===== src/rtl/game_pkg.sv =====
// Shared game constants: default field widths, direction encoding and sprite indices.
package game_pkg;

    localparam int GAME_N_SPRITES       = 5;
    localparam int GAME_X_W             = 11;
    localparam int GAME_Y_W             = 10;
    localparam int GAME_DIR_W           = 4;
    localparam int GAME_FRAMES_PER_TICK = 4;
    localparam int GAME_FRAME_W         = 16;

    typedef enum logic [3:0] {
        DIR_NONE  = 4'b0000,
        DIR_UP    = 4'b0001,
        DIR_DOWN  = 4'b0010,
        DIR_LEFT  = 4'b0100,
        DIR_RIGHT = 4'b1000
    } dir_e;

    localparam int PACMAN = 0;
    localparam int BLINKY = 1;
    localparam int PINKY  = 2;
    localparam int INKY   = 3;
    localparam int CLYDE  = 4;

    // Index width that stays at least one bit even for a single entry.
    function automatic int idx_width(input int n);
        return (n > 1) ? $clog2(n) : 1;
    endfunction

endpackage


===== src/rtl/sprite_frame_buffer_if.sv =====
// Game-logic side of the sprite frame buffer: write port, commit/frame control and status.
interface sprite_frame_buffer_if
    import game_pkg::*;
#(
    parameter int IDX_W = idx_width(GAME_N_SPRITES),
    parameter int X_W   = GAME_X_W,
    parameter int Y_W   = GAME_Y_W,
    parameter int DIR_W = GAME_DIR_W
);
    logic             frame_start;
    logic             pause;
    logic             wr_en;
    logic [IDX_W-1:0] wr_idx;
    logic [X_W-1:0]   wr_x;
    logic [Y_W-1:0]   wr_y;
    logic [DIR_W-1:0] wr_dir;
    logic             commit;
    logic             tick;
    logic             pending;
    logic             overrun;

    modport master (
        output frame_start, pause, wr_en, wr_idx, wr_x, wr_y, wr_dir, commit,
        input  tick, pending, overrun
    );

    modport slave (
        input  frame_start, pause, wr_en, wr_idx, wr_x, wr_y, wr_dir, commit,
        output tick, pending, overrun
    );
endinterface


===== src/rtl/frame_tick_div.sv =====
// Divides frame_start pulses into a single-cycle game-logic tick, frozen while paused.
module frame_tick_div
    import game_pkg::*;
#(
    parameter int FRAMES_PER_TICK = GAME_FRAMES_PER_TICK
) (
    input  logic clk,
    input  logic rst,
    input  logic i_frame_start,
    input  logic i_pause,
    output logic o_tick
);
    localparam int               CNT_W = idx_width(FRAMES_PER_TICK);
    localparam logic [CNT_W-1:0] LAST  = CNT_W'(FRAMES_PER_TICK - 1);

    logic [CNT_W-1:0] r_count;
    logic             r_tick;

    // NOTE: non-blocking assignments so every register samples pre-edge values.
    always_ff @(posedge clk or posedge rst) begin
        if (rst) begin
            r_count <= '0;
            r_tick  <= 1'b0;
        end else begin
            r_tick <= 1'b0;
            if (i_frame_start && !i_pause) begin
                if (r_count == LAST) begin
                    r_count <= '0;
                    r_tick  <= 1'b1;
                end else begin
                    r_count <= r_count + CNT_W'(1);
                end
            end
        end
    end

    assign o_tick = r_tick;
endmodule


===== src/rtl/sprite_frame_buffer.sv =====
// Double-buffered sprite state: game logic fills the back copy, the renderer reads the
// front copy, which is reloaded atomically at a frame boundary after a commit.
module sprite_frame_buffer
    import game_pkg::*;
#(
    parameter int N_SPRITES       = GAME_N_SPRITES,
    parameter int X_W             = GAME_X_W,
    parameter int Y_W             = GAME_Y_W,
    parameter int DIR_W           = GAME_DIR_W,
    parameter int FRAMES_PER_TICK = GAME_FRAMES_PER_TICK,
    parameter int FRAME_W         = GAME_FRAME_W,
    parameter int IDX_W           = idx_width(N_SPRITES)
) (
    input  logic                       clk,
    input  logic                       rst,
    sprite_frame_buffer_if.slave       bus,
    output logic [FRAME_W-1:0]         o_frame_cnt,
    output logic [N_SPRITES*X_W-1:0]   o_front_x,
    output logic [N_SPRITES*Y_W-1:0]   o_front_y,
    output logic [N_SPRITES*DIR_W-1:0] o_front_dir
);
    localparam logic [IDX_W:0] IDX_LIMIT = (IDX_W + 1)'(N_SPRITES);

    logic               r_pending;
    logic               r_overrun;
    logic [FRAME_W-1:0] r_frame_cnt;
    logic               w_tick;
    logic               w_swap;
    logic               w_wr_ok;

    // A commit arriving with the frame pulse swaps immediately instead of waiting a frame.
    assign w_swap  = bus.frame_start && (r_pending || bus.commit);
    assign w_wr_ok = bus.wr_en && !r_pending && ({1'b0, bus.wr_idx} < IDX_LIMIT);

    always_ff @(posedge clk or posedge rst) begin
        if (rst) begin
            r_pending   <= 1'b0;
            r_overrun   <= 1'b0;
            r_frame_cnt <= '0;
        end else begin
            if (w_swap) begin
                r_pending <= 1'b0;
            end else if (bus.commit) begin
                r_pending <= 1'b1;
            end
            if (bus.wr_en && r_pending) begin
                r_overrun <= 1'b1;
            end
            if (bus.frame_start) begin
                r_frame_cnt <= r_frame_cnt + FRAME_W'(1);
            end
        end
    end

    for (genvar i = 0; i < N_SPRITES; i++) begin : g_sprite
        logic [X_W-1:0]   r_back_x;
        logic [Y_W-1:0]   r_back_y;
        logic [DIR_W-1:0] r_back_dir;
        logic [X_W-1:0]   r_front_x;
        logic [Y_W-1:0]   r_front_y;
        logic [DIR_W-1:0] r_front_dir;

        // NOTE: entries are plain registers rather than RAM, so each one is reset.
        always_ff @(posedge clk or posedge rst) begin
            if (rst) begin
                r_back_x    <= '0;
                r_back_y    <= '0;
                r_back_dir  <= '0;
                r_front_x   <= '0;
                r_front_y   <= '0;
                r_front_dir <= '0;
            end else begin
                if (w_swap) begin
                    r_front_x   <= r_back_x;
                    r_front_y   <= r_back_y;
                    r_front_dir <= r_back_dir;
                end
                if (w_wr_ok && (bus.wr_idx == IDX_W'(i))) begin
                    r_back_x   <= bus.wr_x;
                    r_back_y   <= bus.wr_y;
                    r_back_dir <= bus.wr_dir;
                end
            end
        end

        assign o_front_x[i*X_W +: X_W]       = r_front_x;
        assign o_front_y[i*Y_W +: Y_W]       = r_front_y;
        assign o_front_dir[i*DIR_W +: DIR_W] = r_front_dir;
    end

    frame_tick_div #(
        .FRAMES_PER_TICK(FRAMES_PER_TICK)
    ) u_tick_div (
        .clk          (clk),
        .rst          (rst),
        .i_frame_start(bus.frame_start),
        .i_pause      (bus.pause),
        .o_tick       (w_tick)
    );

    assign bus.tick    = w_tick;
    assign bus.pending = r_pending;
    assign bus.overrun = r_overrun;
    assign o_frame_cnt = r_frame_cnt;
endmodule


===== src/flat_wrapper.sv =====
// flat-port wrapper written by rule: the top's interface ports become plain ports
module sprite_frame_buffer_flat import game_pkg::*;
#(
    parameter int N_SPRITES       = GAME_N_SPRITES,
    parameter int X_W             = GAME_X_W,
    parameter int Y_W             = GAME_Y_W,
    parameter int DIR_W           = GAME_DIR_W,
    parameter int FRAMES_PER_TICK = GAME_FRAMES_PER_TICK,
    parameter int FRAME_W         = GAME_FRAME_W,
    parameter int IDX_W           = idx_width(N_SPRITES)
)
  (clk, rst, o_frame_cnt, o_front_x, o_front_y, o_front_dir, bus_frame_start, bus_pause, bus_wr_en, bus_wr_idx, bus_wr_x, bus_wr_y, bus_wr_dir, bus_commit, bus_tick, bus_pending, bus_overrun);
  sprite_frame_buffer_if #(.IDX_W(IDX_W), .X_W(X_W), .Y_W(Y_W), .DIR_W(DIR_W)) bus_i ();
  input  logic clk;
  input  logic rst;
  output logic [FRAME_W-1:0] o_frame_cnt;
  output logic [N_SPRITES*X_W-1:0] o_front_x;
  output logic [N_SPRITES*Y_W-1:0] o_front_y;
  output logic [N_SPRITES*DIR_W-1:0] o_front_dir;
  input wire logic [$bits(bus_i.frame_start)-1:0] bus_frame_start;
  input wire logic [$bits(bus_i.pause)-1:0] bus_pause;
  input wire logic [$bits(bus_i.wr_en)-1:0] bus_wr_en;
  input wire logic [$bits(bus_i.wr_idx)-1:0] bus_wr_idx;
  input wire logic [$bits(bus_i.wr_x)-1:0] bus_wr_x;
  input wire logic [$bits(bus_i.wr_y)-1:0] bus_wr_y;
  input wire logic [$bits(bus_i.wr_dir)-1:0] bus_wr_dir;
  input wire logic [$bits(bus_i.commit)-1:0] bus_commit;
  output wire logic [$bits(bus_i.tick)-1:0] bus_tick;
  output wire logic [$bits(bus_i.pending)-1:0] bus_pending;
  output wire logic [$bits(bus_i.overrun)-1:0] bus_overrun;
  assign bus_i.frame_start = bus_frame_start;
  assign bus_i.pause = bus_pause;
  assign bus_i.wr_en = bus_wr_en;
  assign bus_i.wr_idx = bus_wr_idx;
  assign bus_i.wr_x = bus_wr_x;
  assign bus_i.wr_y = bus_wr_y;
  assign bus_i.wr_dir = bus_wr_dir;
  assign bus_i.commit = bus_commit;
  assign bus_tick = bus_i.tick;
  assign bus_pending = bus_i.pending;
  assign bus_overrun = bus_i.overrun;
  sprite_frame_buffer #(.N_SPRITES(N_SPRITES), .X_W(X_W), .Y_W(Y_W), .DIR_W(DIR_W), .FRAMES_PER_TICK(FRAMES_PER_TICK), .FRAME_W(FRAME_W), .IDX_W(IDX_W)) u_core (.clk(clk), .rst(rst), .bus(bus_i), .o_frame_cnt(o_frame_cnt), .o_front_x(o_front_x), .o_front_y(o_front_y), .o_front_dir(o_front_dir));
endmodule

===== config.mk =====
export PLATFORM = sky130hd
export DESIGN_NAME = sprite_frame_buffer_flat
export DESIGN_NICKNAME = d
export VERILOG_FILES = /design/src/rtl/game_pkg.sv /design/src/rtl/sprite_frame_buffer_if.sv /design/src/rtl/frame_tick_div.sv /design/src/rtl/sprite_frame_buffer.sv /design/src/flat_wrapper.sv
export SDC_FILE = /design/constraint.sdc
export NUM_CORES = 1
export LEC_CHECK = 0
export CAP_MARGIN = 20
export CELL_PAD_IN_SITES_DETAIL_PLACEMENT = 0
export CELL_PAD_IN_SITES_GLOBAL_PLACEMENT = 1
export CORE_ASPECT_RATIO = 0.9
export CORE_MARGIN = 3
export CORE_UTILIZATION = 40
export CTS_CLUSTER_DIAMETER = 80
export CTS_CLUSTER_SIZE = 30
export DETAILED_ROUTE_END_ITERATION = 10
export GPL_TIMING_DRIVEN = 0
export HOLD_SLACK_MARGIN = 0.12
export PLACE_DENSITY_LB_ADDON = 0.1
export SETUP_SLACK_MARGIN = 0.2
export SYNTH_ARGS = -nofsm -noshare
export SYNTH_HDL_FRONTEND = slang
export SYNTH_SLANG_ARGS = --single-unit

===== constraint.sdc =====
create_clock -name clk -period 9 [get_ports clk]
set_input_delay 1.35 -clock clk [delete_from_list [all_inputs] [get_ports clk]]
set_output_delay 1.35 -clock clk [all_outputs]
set_load 0.005 [all_outputs]

==> out/metrics.yaml, run 1 <==
status: "finished, final reports clean"
start_util_pct: 41.4
period_minus_slack_ns: 2.88
hp-class: "flip-flop to flip-flop"
slowest_stage: "clkdlybuf4s50_1"
synth_area_sq_um: 10200
globalRouteOverflowTotal: 0
tns_ns: 0
drt_pass1_iterations: 4
critical_path_arrival_ns: 1.53
grt_max_degree: 46
first_iter_violations: 147
ys_seq_elements: 271
place_area_sq_um: 12500
drv_slew: 0
grt_pass1_vias: 6207
regArea_sq_um: 6780
core_sq_um: 24700
dpl.hpwl_um: 16100
critical_path.top_delay_family: "buffers and inverters"
path_buf_inv: 1
ys_types: 25
vias: 5617
holdPathStages: 1
power_mw: 3.44
antenna_found_initial: 0
synth_top_area_share_pct: 66.3
fillCellCount: 2019
dieHeight_um: 158
place_congestion: 0.734
wire_per_inst_um: 19.6
ir_worst_vdd_mv: 0.239
setup_viol: 0
multiInputGateArea_sq_um: 3250
antenna_left: 0
stdcell_area_sq_um: 13000
cp-start-kind: "flip-flop"
dieArea_sq_um: 27500
worstMarginPinSlew_ns: 0.851
final.period_utilization_pct: 32.0
synth_nets: 645
clock_latency_ns: 0.50
row_count: 54
cts_resized: 0
ys_seq_area_share_pct: 66.3
cp-end-kind: "primary output"
die_w_um: 175
yosysWarnings: 0
synthTopCellsByArea: "dfrtp_1 66%, mux2_2 28%, xor2_1 0.86%, buf_2 0.64%, buf_6 0.55%"
syn2layout_area_growth_pct: 27.3
cts_setup_buffers: 0
viasPerCell: 4.89
top_level_ports: 178
cts_buffers: 14
cp.required_ns: 7.65
maxSlewHeadroom_pct: 43.1
grt_pass1_wl_um: 35500
rsz0062_at_grt: "false"
cts_tree: "done"
cp_slowest_stage_delay_ns: 0.55
cts_root_buf: "clkbuf_16"
cts_sinks: 271
rr_worst_depth: 4
drt-total-wl_um: 22500
nets: 843
portBuffers: 176
max_freq_mhz: 347
gr-usage-all-layers_pct: 16.4
postSynthCellCount: 609
crit_type: "flip-flop to primary output"
hold_violations: 0
cp_max_fo: 6
p_leak_nw: 5.67
cts.clk_slew.worst_paths_ns: 0.10
clk_path_buf_depth: 3
path_depth: 1
drc: 0
fin_skew_ns: 0.0328
yosys.area.top_type: "dfrtp_1"
maxCapViolCount: 0
hold_buffers: 0
postSynthAreaPerCell_sq_um: 16.8
power.density_nw_per_um2: 265
cts.htree.levels: 1
path_cells: "clkdlybuf4s50_1"
diodes: 0
drive_gt1_share_pct: 38.5
## cell usage in the layout (no fill, tap or decap), types with 2 or more instances in the layout
cell type / n
buf_4: 7
buf_2: 13
nand4_1: 8
dfrtp_1: 271
nor2_1: 6
nor4_1: 5
nor3_1: 4
buf_12: 6
clkbuf_16: 15
inv_1: 3
buf_6: 5
inv_6: 2
ha_1: 2
mux2_2: 253
clkinvlp_4: 2
nand2_1: 5
clkdlybuf4s50_1: 176
xor2_1: 10
xnor2_1: 5
## state kept, by name, indices dropped and copies added (netlist names)
signal,count
u_core.g_sprite.r_back_x,55
u_core.g_sprite.r_back_y,50
u_core.bus.overrun,1
u_core.g_sprite.r_front_y,50
u_core.u_tick_div.r_count,2
u_core.bus.pending,1
u_core.o_frame_cnt,16
u_core.g_sprite.r_front_dir,20
u_core.g_sprite.r_back_dir,20
u_core.u_tick_div.o_tick,1
u_core.g_sprite.r_front_x,55
## metal layers
metal,part of all wire (%),global-route usage [%],routed length (um)
met2,48,27.7,10800
met1,44,21.8,9980
met3,6.1,4.41,1380
met4,1.5,2.77,340
met5,0,0,0
## cell usage after synthesis
cell,number
a21o_1,1
and2_1,1
and3b_1,1
buf_2,13
buf_4,7
buf_6,5
clkbuf_1,1
dfrtp_1,271
ha_1,2
inv_1,4
mux2_2,253
nand2_1,5
nand2_2,1
nand3_2,1
nand3b_2,1
nand4_1,8
nand4b_2,1
nor2_1,6
nor2b_1,1
nor3_1,4
nor3b_4,1
nor4_1,5
o21ai_2,1
xnor2_1,5
xor2_1,10
## cell families after synthesis
group                    Yosys count  share of synthesized area, %
AO/OA/AOI/OAI                      2                         0.159
AND/OR/NAND/NOR                   36                          2.20
multiplexers                     253                          27.9
buffers and inverters             30                          1.89
adder cells (fa/ha/maj)            2                         0.245
flip-flops                       271                          66.3
XOR/XNOR                          15                          1.29
## final cells by class
cell class / instances / share of cell area [%]
well taps: 336 / 3.23
multi-input cells: 308 / 25.0
inverters: 4 / 0.144
clock inverters: 6 / 0.721
plain buffers: 26 / 1.37
repair buffers: 182 / 14.5
flip-flops and latches: 271 / 52.1
clock buffers: 16 / 2.99
## path summary, 6_finish.rpt
| check | slack, ns | start | end |
|---|---|---|---|
| min in group asynchronous | 1.36 | rst | u_core.g_sprite[4].r_back_x[3] |
| hold reg to reg | 0.48 | u_core.g_sprite[3].r_back_dir[0] | u_core.g_sprite[3].r_front_dir[0] |
| setup / recovery | 6.12 | u_core.bus.pending | bus_pending |
| setup reg to reg | 7.08 | u_core.bus.pending | u_core.g_sprite[1].r_front_x[1] |
| max in group asynchronous | 6.67 | rst | u_core.g_sprite[3].r_back_dir[0] |
| hold / removal | 0.48 | u_core.g_sprite[3].r_back_dir[0] | u_core.g_sprite[3].r_front_dir[0] |
## per-stage QoR
stage | util [%] | hold WS (ns) | cells | worst slack, ns
after floorplan | - | 0.451 | 609 | 4.07
after global placement | 50.3 | 0.439 | 1121 | 2.37
after detailed placement | 50.8 | 0.469 | 1127 | 5.70
after CTS | 52.8 | 0.487 | 1149 | 6.08
after global routing | 52.8 | 0.491 | 1149 | 6.04
final | 52.8 | 0.476 | 1149 | 6.12
## where the power goes
group          leakage [nW]  switching (mW)  internal (mW)
Sequential             3.30           0.203           1.56
Clock                 0.231           0.398          0.354
Combinational          2.15           0.290          0.634
## worst reg2reg max path, stage by stage (launching register included)
cell and delay [ns]:
dfrtp_1 0.47, o21ai_2 0.38, buf_2 0.32, buf_4 0.27
mux2_2 0.37
Note: power is estimated with default switching activity, not from simulation.
==> inputs of run 2 (changes only) <==
clock period = 2.3 ns   (was 9 ns; I/O delays follow)
==> results of run 2 <==
The final DEF is identical to that of run 1. Status: finished, final reports clean.
Main changes from that run: setup slack after placement 5.70 ns -> 0.00648 ns; clock-pin slew on the worst setup and hold paths 0.10 ns -> 0.11 ns; setup slack after layout 6.12 ns -> 0.377 ns; hold slack 0.476 ns -> 0.166 ns; end point of the critical path bus_pending -> u_core.g_sprite[1].r_front_x[1]; register-to-register setup slack 7.08 ns -> 0.38 ns; end point of the worst hold path u_core.g_sprite[3].r_front_dir[0] -> u_core.bus.pending; total power 3.44 mW -> 13.5 mW; worst IR drop on VDD 0.239 mV -> 0.936 mV
==> inputs of run 3 (changes only) <==
clock period = 1.6 ns   (was 2.3 ns; I/O delays follow)
==> run 3 against run 2 <==
  * The flow now finishes with violations (negative setup slack)
  * Global-route usage increased by 1.4 points
  * Combinational power rose by 60%
  * First-iteration DRC count grew 88%
==> out/metrics.yaml, run 3 (synthesis gave the netlist of run 1 again) <==
cp_max_fo: 5
dieHeight_um: 158
cts_tree: "done"
hp-class: "input port to flip-flop"
status: "finished, violations left"
cts_root_buf: "clkbuf_16"
finalWorstSetupSlack_ns: -0.119
fillCellCount: 1972
globalRouteOverflowTotal: 0
wire_per_inst_um: 20.3
antenna_left: 0
ir_worst_vdd_mv: 1.12
place_congestion: 0.716
maxCapViolCount: 0
worstMarginPinSlew_ns: 0.541
grt_pass1_wl_um: 38300
drt_pass1_iterations: 4
grt_max_degree: 46
rsz0062_at_grt: "true"
final.period_utilization_pct: 107
drive_gt1_share_pct: 50.4
period_minus_slack_ns: 1.72
dpl.hpwl_um: 16000
cts.htree.levels: 1
drv_slew: 0
first_iter_violations: 277
syn2layout_area_growth_pct: 40.4
drt-total-wl_um: 25100
setup_viol: 206
fin_skew_ns: 0.0243
tns_ns: -8.55
vias: 6063
whs_ns: 0.155
grt_pass1_vias: 6619
cts.clk_slew.worst_paths_ns: 0.11
p_leak_nw: 6.78
critical_path_arrival_ns: 2.11
cp.required_ns: 1.99
layout_common_cells: "269 x dfrtp_1, 169 x mux2_2, 99 x clkdlybuf4s15_1"
start_util_pct: 41.4
stdcell_area_sq_um: 14300
clock_latency_ns: 0.50
max_freq_mhz: 582
dieArea_sq_um: 27500
crit_type: "flip-flop to flip-flop"
gr-usage-all-layers_pct: 17.8
drc: 0
cp-start-kind: "flip-flop"
core_sq_um: 24700
cts_sinks: 271
dp_slack_ns: -0.600
cp-end-kind: "flip-flop"
violations: "negative setup slack"
viasPerCell: 4.91
reg_top3: "u_core.g_sprite.r_back_x: 55 flops, u_core.g_sprite.r_front_x: 55 flops"
clk_path_buf_depth: 3
antenna_found_initial: 0
hold_violations: 0
place_area_sq_um: 12600
mostFrequentLayoutCell: "dfrtp_1"
portBuffers: 176
row_count: 54
diodes: 0
nets: 931
power.density_nw_per_um2: 1380
maxSlewHeadroom_pct: 63.7
die_w_um: 175
cts_buffers: 14
top_level_ports: 178
[run 3: where the power goes]
group / switching, mW / internal [mW] / leakage (nW)
clock: 2.29 / 1.80 / 0.218
combinational: 2.00 / 3.77 / 3.27
sequential: 1.11 / 8.81 / 3.30
[run 3: area by class of cell]
class                           instances  area (sq um)  share of cell area (%)
Sequential cell                       271          6780                    47.3
Multi-Input combinational cell        308          3680                    25.6
Timing Repair Buffer                  269          2560                    17.9
Buffer                                 26           432                    3.01
Tap cell                              336           420                    2.93
Clock buffer                           15           375                    2.62
Clock inverter                          6          70.1                   0.488
Inverter                                4          18.8                   0.131
Timing Repair inverter                  1          5.00                  0.0349
[run 3: repair_timing]
action	4_1_cts	5_1_grt
pin swaps	6	11
gates resized for setup	434	100
setup buffers	59	18
hold endpoints to repair	2	0
setup endpoints to repair	394	343
hold buffers	2	0
cloned	3	5
[run 3: worst paths after layout]
path                       cells past startpoint                               to  slack (ns)                           start
setup reg to reg                               6   u_core.g_sprite[1].r_back_x[7]       -0.12              u_core.bus.pending
hold / removal                                 3            u_core.o_frame_cnt[4]        0.15                 bus_frame_start
max in group asynchronous                      5  u_core.g_sprite[1].r_front_y[5]        0.40                             rst
setup / recovery                               6   u_core.g_sprite[1].r_back_x[7]       -0.12              u_core.bus.pending
hold reg to reg                                1  u_core.g_sprite[4].r_front_x[8]        0.50  u_core.g_sprite[4].r_back_x[8]
min in group asynchronous                      2  u_core.g_sprite[2].r_front_x[2]        0.18                             rst
[run 3: worst max-delay path, cell delays in order, from the launching register on]
cell,delay [ns]
dfrtp_2,0.47
nor3b_4,0.24
and3b_1,0.22
buf_6,0.14
buf_12,0.12
clkbuf_16,0.15
mux2_4,0.29
[run 3: through the flow]
step	utilization [%]	power [mW]	instances
finish	58.2	19.8	1236
floorplan	-	12.0	609
global route	58.2	20.9	1236
CTS	57.2	19.8	1213
detailed placement	51.0	15.4	1128
global placement	50.4	15.1	1121
[run 3: per-layer routing]
layer,vias up,part of all wire [%],GRT usage [%]
met5,-,0,0
met4,0,1.3,2.62
met3,19,4.9,4.08
met2,116,49,30.4
met1,3213,44,24.0
li1,2715,-,-
